`src/rtl/branch_hazard_unit.sv`:
```
// Decode-stage branch hazard unit for early branch resolution.
//
// Compares the ID-stage branch sources against the destinations in ID/EX, EX/MEM
// and MEM/WB. It selects the forwarding source for each branch operand, stalls on
// load-use hazards and flushes IF/ID on a taken branch. It also keeps saturating
// branch statistics.
//
// Ports:
//   clk, rst            clock, synchronous active-high reset
//   id_branch           ID holds a conditional branch
//   id_uses_rs2         branch compares rs1 against rs2 (else against zero)
//   id_rs1, id_rs2      branch source registers
//   idex_*, exmem_*     destination info of the instructions in EX and MEM
//   memwb_*             destination info of the instruction in WB
//   branch_taken        comparator result on the forwarded operands
//   cnt_clr             synchronous clear of the statistics counters
//   forward_c           [1:0] rs1 select, [3:2] rs2 select
//                       00 = regfile, 01 = EX ALU, 10 = EX/MEM ALU, 11 = WB data
//   stall               freeze PC and IF/ID, bubble into ID/EX
//   flush_ifid          squash IF/ID on a taken branch
//   branch_cnt          resolved branches
//   taken_cnt           taken branches
//   stall_cnt           branch stall cycles
module branch_hazard_unit #(
  parameter int unsigned REG_AW   = 3,
  parameter bit          ZERO_REG = 1'b1,
  parameter int unsigned CNT_W    = 16
) (
  input  logic              clk,
  input  logic              rst,
  input  logic              id_branch,
  input  logic              id_uses_rs2,
  input  logic [REG_AW-1:0] id_rs1,
  input  logic [REG_AW-1:0] id_rs2,
  input  logic              idex_regwrite,
  input  logic              idex_memread,
  input  logic [REG_AW-1:0] idex_rd,
  input  logic              exmem_regwrite,
  input  logic              exmem_memread,
  input  logic [REG_AW-1:0] exmem_rd,
  input  logic              memwb_regwrite,
  input  logic [REG_AW-1:0] memwb_rd,
  input  logic              branch_taken,
  input  logic              cnt_clr,
  output logic [3:0]        forward_c,
  output logic              stall,
  output logic              flush_ifid,
  output logic [CNT_W-1:0]  branch_cnt,
  output logic [CNT_W-1:0]  taken_cnt,
  output logic [CNT_W-1:0]  stall_cnt
);

  // WAIT2 is reserved and never entered; if it is ever seen it drains like WAIT1.
  typedef enum logic [1:0] {
    StIdle  = 2'b00,
    StWait2 = 2'b01,
    StWait1 = 2'b10
  } state_e;

  state_e state_q, state_d;

  logic [CNT_W-1:0] branch_cnt_q, taken_cnt_q, stall_cnt_q;

  // Per-operand decode. Returns {h2, h1, sel[1:0]}. A hazard operand reports
  // sel=00; the nearest matching stage always wins.
  function automatic logic [3:0] decode_op(
    input logic [REG_AW-1:0] src,
    input logic              en,
    input logic              ex_wr,
    input logic              ex_ld,
    input logic [REG_AW-1:0] ex_rd,
    input logic              mem_wr,
    input logic              mem_ld,
    input logic [REG_AW-1:0] mem_rd,
    input logic              wb_wr,
    input logic [REG_AW-1:0] wb_rd
  );
    logic live;
    logic [3:0] res;
    res  = 4'b0000;
    live = en && !(ZERO_REG && (src == '0));
    if (live && ex_wr && (ex_rd == src)) begin
      res = ex_ld ? 4'b1000 : 4'b0001;
    end else if (live && mem_wr && (mem_rd == src)) begin
      res = mem_ld ? 4'b0100 : 4'b0010;
    end else if (live && wb_wr && (wb_rd == src)) begin
      res = 4'b0011;
    end
    return res;
  endfunction

  logic [3:0] dec_rs1, dec_rs2;
  logic       any_h2, any_h1;

  always_comb begin
    dec_rs1 = decode_op(id_rs1, 1'b1, idex_regwrite, idex_memread, idex_rd,
                        exmem_regwrite, exmem_memread, exmem_rd, memwb_regwrite, memwb_rd);
    dec_rs2 = decode_op(id_rs2, id_uses_rs2, idex_regwrite, idex_memread, idex_rd,
                        exmem_regwrite, exmem_memread, exmem_rd, memwb_regwrite, memwb_rd);
    any_h2  = dec_rs1[3] | dec_rs2[3];
    any_h1  = dec_rs1[2] | dec_rs2[2];
  end

  // Next state and outputs.
  always_comb begin
    state_d   = state_q;
    stall     = 1'b0;
    forward_c = 4'b0000;
    case (state_q)
      StIdle: begin
        if (id_branch) begin
          forward_c = {dec_rs2[1:0], dec_rs1[1:0]};
          if (any_h2) begin
            // Load in EX: stall now and once more in WAIT1.
            stall   = 1'b1;
            state_d = StWait1;
          end else if (any_h1) begin
            // Load in MEM: one stall, then re-evaluate with the load in WB.
            stall = 1'b1;
          end
        end
      end
      default: begin
        stall   = 1'b1;
        state_d = StIdle;
      end
    endcase
    // Reset cycle shows a quiet interface.
    if (rst) begin
      state_d   = StIdle;
      stall     = 1'b0;
      forward_c = 4'b0000;
    end
  end

  assign flush_ifid = id_branch & branch_taken & ~stall & ~rst;

  always_ff @(posedge clk) begin
    if (rst) begin
      state_q <= StIdle;
    end else begin
      state_q <= state_d;
    end
  end

  // Saturating statistics; clear beats increment.
  always_ff @(posedge clk) begin
    if (rst || cnt_clr) begin
      branch_cnt_q <= '0;
      taken_cnt_q  <= '0;
      stall_cnt_q  <= '0;
    end else begin
      if (id_branch && !stall && (branch_cnt_q != '1)) begin
        branch_cnt_q <= branch_cnt_q + CNT_W'(1);
      end
      if (flush_ifid && (taken_cnt_q != '1)) begin
        taken_cnt_q <= taken_cnt_q + CNT_W'(1);
      end
      if (stall && (stall_cnt_q != '1)) begin
        stall_cnt_q <= stall_cnt_q + CNT_W'(1);
      end
    end
  end

  assign branch_cnt = branch_cnt_q;
  assign taken_cnt  = taken_cnt_q;
  assign stall_cnt  = stall_cnt_q;

endmodule

```
`config.mk`:
```
export PLATFORM = sky130hd
export DESIGN_NAME = branch_hazard_unit
export DESIGN_NICKNAME = d
export VERILOG_FILES = /design/src/rtl/branch_hazard_unit.sv
export SDC_FILE = /design/constraint.sdc
export NUM_CORES = 1
export LEC_CHECK = 0
export ABC_AREA = 1
export CAP_MARGIN = 20
export CORE_ASPECT_RATIO = 0.8
export CORE_MARGIN = 2
export CORE_UTILIZATION = 47
export CTS_BUF_LIST = sky130_fd_sc_hd__clkbuf_8
export CTS_CLUSTER_DIAMETER = 100
export DETAILED_ROUTE_END_ITERATION = 10
export GPL_TIMING_DRIVEN = 1
export PLACE_DENSITY = 0.79
export SLEW_MARGIN = 0
export SYNTH_ARGS = -nofsm -noshare
export SYNTH_HDL_FRONTEND = slang
export SYNTH_SLANG_ARGS = --single-unit
```
`constraint.sdc`:
```
create_clock -name clk -period 1.8 [get_ports clk]
set_clock_uncertainty 0.1 [all_clocks]
set_input_delay 0.27 -clock clk [delete_from_list [all_inputs] [get_ports clk]]
set_output_delay 0.27 -clock clk [all_outputs]
set_load 0.005 [all_outputs]
```
==> metrics.md, run 1 <==
| Metric | Value |
|---|---|
| Syn nets | 534 |
| Critical Path Start | memwb_rd[1] |
| Post-synth cell types | 37 |
| CTS tree | done |
| Largest net degree at the start of global routing | 20 |
| Yosys top cell area share | 0.294 |
| Synthesized area per cell | 6.62 sq um |
| First-pass GRT wire length | 18300 um |
| Share of cells above drive strength 1 | 0.438 |
| Register area share after synthesis | 0.294 |
| Wirelength per Cell | 18.7 um |
| Met3 capacity usage during global routing | 0.0455 |
| Leak pwr | approximately 2.4 nW |
| Slew of the pin with the lowest slew margin | 503 ps |
| Commonest non-fill, non-tap cells in the layout | buf_4, nand2_1, clkdlybuf4s50_1, inv_1, nor2_1 |
| Asr flop ratio synth | 0 |
| Final min period | 2090 ps |
| Nets | 720 |
| Max FO, Critical Path | 2 |
| Met1 Usage GRT | 0.360 |
| Commonest non-fill, non-tap cell in the layout | buf_4 |
| Starting density of the core | 0.485 |
| Total CTS buffers | 5 |
| Worst Hold Class | reg2reg |
| Worst Path Required | between 1000 and 1500 ps |
| Skew-Pair Late Insertion Delay | 300 ps |
| Final number of setup-violating endpoints | 30 |
| Maximum buffer depth of the clock tree | 2 |
| DP Wirelength | 7630 um |
| Final WL | 14600 um |
| Hold path depth | 2 |
| Post-synth top area cell | dfxtp_1 |
| Die height | between 70 and 80 um |
| CTS clk-pin slew, worst paths | 90 ps |
| EDFF count, synth | 0 |
| Post-Syn Area | about 0.0033 sq mm |
| Core area | 0.00689 sq mm |
| #FFs+latches synth | 49 |
| # rows | 27 |
| IO Port Bufs | 79 |
| Worst VDD drop | 0.000404 V |
| Post-placement cell count | 737 |
| Ant. Diodes | 0 |
| CP startpoint kind | input port |
| Fill count | between 300 and 400 |
| Hold_buf cts | 0 |
| GR peak layer | met2 |
| IO Pins | 80 |
| FF-to-FF Start | taken_cnt[3] |
| Total power | 2.21 mW |
| Remaining antenna violation count | 0 |
| RSZ-0062 raised after global routing | yes |
| Detailed-route DRC error count | 0 |
| Final Hold Vio Count | 0 |
| Setup Crit Path Kind | in2out |
| 1st-iter DRT viols | 437 |
| Total gr overflow | 0 |
| Synth warn | 0 |
| Pre-Repair DR Iteration Count | 7 |
| Fin. max-slew vios | 0 |
| Vias in the first global route | around 4000 |
| Vias | 4660 |
| Post-route setup slack | -293 ps |
| Final GP Congestion | 0.894 |
| Power density cells | 379 mW/mm^2 |
| Max Fclk | 0.478 GHz |
| Vias/cell | about 6.0 |
| Fin crit share | 1.16 |
| CTS sink count | 49 |
| Post-Layout Cell Count | 779 |
| Failing checks | setup timing |
| Post-Syn Instances | between 500 and 600 |
| R2R cell count | 14 |
| Die W | 98.3 um |
| Overall Global Routing Usage | 0.283 |
| Maxcap violations | 0 |
| Die area | 0.00781 sq mm |
| Crit path DAT | 1720 ps |
| Area contributors post-synth | dfxtp_1, nand2_1, xor2_1 |
| Status | complete, but fails checks |
| H-tree depth | 2 |
| Initial antenna violation count | 0 |
| Root buf cell | clkbuf_8 |
| Max_slew headroom | 0.664 |
| Area delta synth->final | 74.8% |
| Worst hold start | branch_cnt[13] |
| Setup crit end kind | output port |
| Met2 global-route usage | 0.501 |
| Post-synth top flop | dfxtp_1 |
-- through the flow --
stage | instance area [sq um] | setup TNS [ps] | hold WS [ps] | util | setup slack (ps)
6_report | 5840 | -1800 | 401 | 0.848 | -293
5_1_grt | 5840 | -4790 | 413 | 0.848 | -335
4_1_cts | 5160 | -233 | 396 | 0.748 | -82.2
3_5_place_dp | 4820 | -37290 | 380 | 0.699 | -978
3_3_place_gp | 4820 | -32140 | 380 | 0.699 | -888
2_1_floorplan | 3370 | -244 | 358 | - | -28.2
-- cell usage after synthesis (2+ instances only) --
cell / instances
nand2_1: 128
inv_1: 55
nor2_1: 53
dfxtp_1: 49
nand4_1: 32
xor2_1: 31
a21oi_1: 29
nand3_1: 26
nor3_1: 15
a21oi_2: 10
xnor2_1: 9
o21ai_0: 8
clkbuf_1: 7
inv_2: 7
nor3_2: 5
nor4_1: 5
buf_4: 4
ha_1: 3
nand2_4: 3
nor2_2: 3
o21bai_1: 3
a211oi_1: 2
buf_2: 2
buf_6: 2
o22ai_1: 2
-- layer usage --
metal  up-vias  routed length (um)
li1       2041                   -
met1      2160                5230
met2       375                7360
met3        84                1370
met4         0                 647
met5         -                   0
-- where the power goes --
| part | internal [mW] | switching, mW |
|---|---|---|
| Sequential | 1.09 | 0.00454 |
| Combinational | 0.201 | 0.262 |
| Clock | 0.265 | 0.395 |
-- state kept, by name (all words and copies together), names as in the netlist --
name / cells
branch_cnt: 16
state_q: 1
stall_cnt: 16
taken_cnt: 16
-- final timing paths --
path | endpoint | slack [ps]
worst max-delay path | forward_c[0] | -290
worst min-delay path | branch_cnt[13] | 400
worst max register to register | taken_cnt[9] | -100
worst min register to register | branch_cnt[13] | 400
-- kinds of logic after synthesis --
logic type / share of synthesized area
flops: 0.294
simple gates: 0.389
compound gates: 0.103
buf+inv: 0.0981
xor+xnor: 0.105
fa+ha+maj: 0.0112
-- layout make-up --
type | count | area [sq um] | area share
multi-input cells | 381 | 2680 | 0.458
flip-flops and latches | 49 | 1000 | 0.171
clock inverters | 3 | 15.0 | 0.00257
inverters | 63 | 259 | 0.0443
repair buffers | 191 | 1710 | 0.293
clock buffers | 5 | 68.8 | 0.0118
well taps | 87 | 109 | 0.0186
-- repair_timing --
item,in CTS,in global routing
gates resized for setup,162,152
gates cloned,0,6
setup endpoints to repair,54,52
buffers inserted,16,15
pin swaps,39,57
endpoints found under the hold margin,0,0
-- critical path, cell delays in order --
cell       delay (ps)
buf_6             100
inv_4              50
buf_4             100
o22ai_2            70
a211oi_2          290
o2111ai_2         180
buf_4             180
o21ai_1           160
and3_1            190
buf_2             120
Power figures use the tool's default switching activity.
==> inputs of run 2 (changes only) <==
--- a/config.mk
+++ b/config.mk
@@ -13,7 +13,7 @@
 export CTS_BUF_LIST = sky130_fd_sc_hd__clkbuf_8
 export CTS_CLUSTER_DIAMETER = 100
 export DETAILED_ROUTE_END_ITERATION = 10
-export GPL_TIMING_DRIVEN = 1
+export GPL_TIMING_DRIVEN = 0
 export PLACE_DENSITY = 0.79
 export SLEW_MARGIN = 0
 export SYNTH_ARGS = -nofsm -noshare
==> metrics.md, run 2 (same netlist as run 1, synthesis figures left out) <==
| Metric | Value |
|---|---|
| Total gr overflow | 0 |
| Failing checks | setup timing |
| Maximum buffer depth of the clock tree | 2 |
| Hold Slack | 194 ps |
| Vias in the first global route | 3960 |
| Hold path endpoint | branch_cnt[15] |
| Overall Global Routing Usage | 0.291 |
| Skew-Pair Late Insertion Delay | roughly 320 ps |
| Remaining antenna violation count | 0 |
| CTS clk-pin slew, worst paths | approximately 100 ps |
| Final core occ | 0.796 |
| Critical Path Start | stall_cnt[0] |
| Final min period | 1930 ps |
| Final WL | 13900 um |
| Internal | 1.57 mW |
| Status | complete, but fails checks |
| Fin. max-slew vios | 0 |
| Final GP Congestion | 0.934 |
| Worst Hold Class | in2reg |
| Wirelength per Cell | 18.6 um |
| Leak pwr | around 2.2 nW |
| Root buf cell | clkbuf_8 |
| Die height | just under 80 um |
| Pre-Repair DR Iteration Count | 5 |
| Fill count | 415 |
| Area delta synth->final | 64.2% |
| Setup Crit Path Kind | reg2reg |
| Worst Path Required | between 1500 and 2000 ps |
| Ant. Diodes | 0 |
| 1st-iter DRT viols | ~420 |
| Crit path DAT | 2020 ps |
| Worst reg2reg setup slack | -130 ps |
| Commonest non-fill, non-tap cell in the layout | nand2_1 |
| Initial antenna violation count | 0 |
| Hold path depth | 3 |
| Die area | ~0.0078 sq mm |
| Max_slew headroom | 0.485 |
| FF-to-FF Start | stall_cnt[0] |
| Max FO, Critical Path | 8 |
| H-tree depth | 2 |
| Die W | 98.3 um |
| # rows | 27 |
| Slew of the pin with the lowest slew margin | 773 ps |
| Total CTS buffers | 5 |
| R2R cell count | 12 |
| Logic pwr share | 0.194 |
| Final Hold Vio Count | 0 |
| Reg-to-Reg End | stall_cnt[11] |
| Dpl ws | -1120 ps |
| Starting density of the core | 0.485 |
| Sw Share | 0.300 |
| RSZ-0062 raised after global routing | yes |
| Sequential share of power | 0.481 |
| CTS sink count | 49 |
| Vias | 4358 |
| Worst hold start | id_branch |
| Post-route setup slack | -131 ps |
| Nets | slightly below 700 |
| Setup crit end kind | register |
| Commonest non-fill, non-tap cells in the layout | nand2_1, buf_4, clkdlybuf4s50_1, inv_1, nor2_1 |
| Largest net degree at the start of global routing | 16 |
| Max Fclk | 0.518 GHz |
| Fin crit share | 1.07 |
| Worst VDD drop | between 0.0003 and 0.0004 V |
| IO Pins | 80 |
| Vias/cell | 5.85 |
| CTS tree | done |
| First-pass GRT wire length | between 15000 and 20000 um |
| Clk pwr share | 0.324 |
| Maxcap violations | 0 |
| Detailed-route DRC error count | 0 |
| Share of cells above drive strength 1 | 0.406 |
| Power density cells | around 410 mW/mm^2 |
| CP startpoint kind | register |
| Final number of setup-violating endpoints | 36 |
| DP Wirelength | 6690 um |
| Psw | 0.671 mW |
| IO Port Bufs | between 70 and 80 |
| Core area | 0.00689 sq mm |
## run 2: cell types whose count changed in the layout (fill, tap and decap cells not counted), sizes merged
| cell | delta |
|---|---|
| clkinv | -1 |
| dlymetal6s2s | -1 |
| buf | -35 |
| nand4 | -3 |
| dlygate4sd2 | +1 |
| clkbuf | +5 |
## run 2: power groups by stage
stage / logic, mW / registers (mW) / clock network, mW
3_5_place_dp: 0.253 / 1.11 / 0
6_report: 0.435 / 1.08 / 0.726
4_1_cts: 0.330 / 1.09 / 0.713
2_1_floorplan: 0.134 / 1.11 / 0
5_1_grt: 0.454 / 1.08 / 0.764
3_3_place_gp: 0.246 / 1.11 / 0
## run 2: repair_timing
| item | 4_1_cts | 5_1_grt |
|---|---|---|
| pin swaps | 47 | 35 |
| cloned | 4 | 0 |
| gates resized for setup | 207 | 112 |
| hold buffers | 0 | 0 |
| buffers inserted | 40 | 24 |
| hold endpoints to repair | 0 | 0 |
| endpoints found under the setup margin | 54 | 53 |
## run 2: per-stage QoR
stage	std cells	setup TNS [ps]	power (mW)	cell area [sq um]
after floorplan	505	-244	1.25	3370
after global placement	670	-34140	1.36	4260
after detailed placement	670	-35810	1.37	4260
after CTS	722	-780	2.13	4960
after global routing	745	-5720	2.30	5490
final	745	-2110	2.24	5490
## run 2: cell type report
type,instances,area (sq um),share of cell area
clock buffers,6,82.6,0.0150
clock inverters,2,11.3,0.00205
inverters,63,256,0.0467
multi-input cells,378,2560,0.466
flip-flops and latches,49,1050,0.191
well taps,87,109,0.0198
plain buffers,15,115,0.0210
repair buffers,145,1310,0.238
## run 2: worst max path at each step
stage               endpoint  cells past startpoint
6_report       stall_cnt[11]                     12
5_1_grt         taken_cnt[5]                     11
4_1_cts         stall_cnt[7]                     12
3_5_place_dp      flush_ifid                     12
3_3_place_gp      flush_ifid                     12
2_1_floorplan   stall_cnt[7]                     12
## run 2: worst max-delay path: stages (launching register included)
cell and delay [ps]:
dfxtp_4 380, ha_4 130, nand2_2 60, inv_2 60
nand2_2 60, inv_2 60, nand2_2 40, or4_4 460
nand2_8 130, inv_8 60, buf_8 140, nand2_2 60
a21oi_2 50
## run 2: metal layers
layer | GRT usage | vias to the layer above | share of wire
met5 | 0 | - | 0
li1 | - | 1962 | -
met4 | 0.110 | 0 | 0.052
met2 | 0.521 | 297 | 0.49
met3 | 0.0543 | 81 | 0.086
met1 | 0.350 | 2018 | 0.37
==> inputs of run 3 (changes only) <==
--- a/config.mk
+++ b/config.mk
@@ -9,12 +9,12 @@
 export CAP_MARGIN = 20
 export CORE_ASPECT_RATIO = 0.8
 export CORE_MARGIN = 2
-export CORE_UTILIZATION = 47
+export CORE_UTILIZATION = 48
 export CTS_BUF_LIST = sky130_fd_sc_hd__clkbuf_8
 export CTS_CLUSTER_DIAMETER = 100
 export DETAILED_ROUTE_END_ITERATION = 10
 export GPL_TIMING_DRIVEN = 0
-export PLACE_DENSITY = 0.79
+export PLACE_DENSITY = 0.78
 export SLEW_MARGIN = 0
 export SYNTH_ARGS = -nofsm -noshare
 export SYNTH_HDL_FRONTEND = slang
==> constraint.sdc (replaced) <==
create_clock -name clk -period 2.13 [get_ports clk]
set_clock_uncertainty 0.1 [all_clocks]
set_input_delay 0.3195 -clock clk [delete_from_list [all_inputs] [get_ports clk]]
set_output_delay 0.3195 -clock clk [all_outputs]
set_load 0.005 [all_outputs]
==> metrics.md, run 3 (same netlist as run 1, synthesis figures left out) <==
| Metric | Value |
|---|---|
| Footprint of the multi-input gates | 0.00221 sq mm |
| Critical Path Start | memwb_regwrite |
| Final GP Congestion | 0.899 |
| Largest net degree at the start of global routing | 15 |
| Overall Global Routing Usage | 0.243 |
| Remaining antenna violation count | 0 |
| IO Port Bufs | 78 |
| Dpl cell area | 0.00423 sq mm |
| Master of the slowest instance on the critical path | clkdlybuf4s50_1 |
| FF-to-FF Start | stall_cnt[0] |
| Power density cells | 410 mW/mm^2 |
| First-pass GRT wire length | 15600 um |
| Max Fclk | 0.472 GHz |
| Clk pwr share | 0.377 |
| Die height | 78.6 um |
| Wirelength per Cell | 13.8 um |
| Setup crit end kind | output port |
| Vias | 3754 |
| Maxcap violations | 0 |
| Psw | 0.479 mW |
| Max_slew headroom | 0.536 |
| IO Pins | 80 |
| Sw Share | 0.256 |
| Commonest non-fill, non-tap cell in the layout | nand2_1 |
| Hold_buf cts | 0 |
| # rows | 27 |
| Fin crit share | 0.994 |
| Fill count | 614 |
| Nets | ~630 |
| Dpl ws | -884 ps |
| CP startpoint kind | input port |
| Internal | 1.39 mW |
| Share of cells above drive strength 1 | 0.195 |
| Ant. Diodes | 0 |
| Setup Crit Path Kind | in2out |
| Worst VDD drop | 0.000232 V |
| Worst Path Required | 1710 ps |
| Status | complete, no violations |
| Crit path DAT | 1700 ps |
| CP peak stage delay | 490 ps |
| Sequential share of power | 0.493 |
| Final min period | 2120 ps |
| Worst-path cell chain | clkdlybuf4s50_1 > nand2_1 > nor4_2 > o21ai_1 > a21oi_1 > dlygate4sd2_1 |
| Final number of setup-violating endpoints | 0 |
| Fin. max-slew vios | 0 |
| DP Wirelength | around 7000 um |
| Vias/cell | 5.43 |
| Final Hold Vio Count | 0 |
| Root buf cell | clkbuf_8 |
| Starting density of the core | 0.490 |
| H-tree depth | 2 |
| Total CTS buffers | 5 |
| Skew-Pair Late Insertion Delay | 310 ps |
| Vias in the first global route | 3441 |
| Die W | roughly 97 um |
| Detailed-route DRC error count | 0 |
| Commonest non-fill, non-tap cells in the layout | nand2_1, clkdlybuf4s50_1, inv_1, nor2_1, dfxtp_1 |
| Final WL | 9550 um |
| CTS sink count | 49 |
| Pre-Repair DR Iteration Count | 4 |
| Core area | 0.00682 sq mm |
| Worst hold start | id_branch |
| Slew of the pin with the lowest slew margin | 696 ps |
| 1st-iter DRT viols | 145 |
| Post-route cell area | 0.00457 sq mm |
| Maximum buffer depth of the clock tree | 2 |
| Worst Hold Class | in2reg |
| CTS tree | done |
| Post-route setup slack | 12.6 ps |
| Die area | between 0.007 and 0.008 sq mm |
| Logic pwr share | 0.130 |
| Total gr overflow | 0 |
| TNS Setup | 0 ps |
| Total power | 1.87 mW |
| Reg area | ~1000 sq um |
| Leak pwr | approximately 1.7 nW |
| Initial antenna violation count | 0 |
| Max FO, Critical Path | 2 |
| Area delta synth->final | 36.6% |
| CTS clk-pin slew, worst paths | around 90 ps |
[run 3: power groups by stage]
stage	logic (mW)	clock network [mW]	registers [mW]
after detailed placement	0.215	0	0.944
after global placement	0.208	0	0.944
after global routing	0.264	0.748	0.923
after CTS	0.223	0.715	0.922
final	0.243	0.706	0.922
after floorplan	0.113	0	0.944
[run 3: area by class of cell]
cell class                      count  share of cell area
Clock buffer                        6              0.0181
Clock inverter                      2             0.00740
Inverter                           63              0.0523
Multi-Input combinational cell    378               0.483
Tap cell                           87              0.0238
Timing Repair Buffer               92               0.178
Sequential cell                    49               0.218
Buffer                             14              0.0192
[run 3: worst max-delay path: cells and delay by family]
kind	cells	cell delay, ps
AOI/OAI and AO/OA	2	310
buffers and inverters	2	740
and+or+nand+nor	2	330
[run 3: path summary, 6_finish.rpt]
check	slack (ps)	cells after the start	endpoint
worst max-delay path	10	6	forward_c[2]
worst min-delay path	250	3	branch_cnt[2]
worst max register to register	110	12	stall_cnt[7]
worst min register to register	400	2	branch_cnt[13]
[run 3: per-layer routing]
layer / up-vias / GRT usage / routed length [um]
li1: 1852 / - / -
met1: 1773 / 0.311 / 4190
met2: 116 / 0.428 / 4670
met3: 13 / 0.0463 / 593
met4: 0 / 0.0542 / 94
met5: - / 0 / 0
[run 3: repair_timing]
action	in CTS	in global routing
pin swaps	23	14
endpoints found under the setup margin	42	46
buffers inserted	8	6
gates resized for setup	68	58
[run 3: through the flow]
| stage | util | hold slack (ps) | cells |
|---|---|---|---|
| after floorplan | - | 373 | 505 |
| after global placement | 0.620 | 375 | 670 |
| after detailed placement | 0.620 | 381 | 670 |
| after CTS | 0.653 | 253 | 686 |
| after global routing | 0.669 | 264 | 691 |
| final | 0.669 | 251 | 691 |
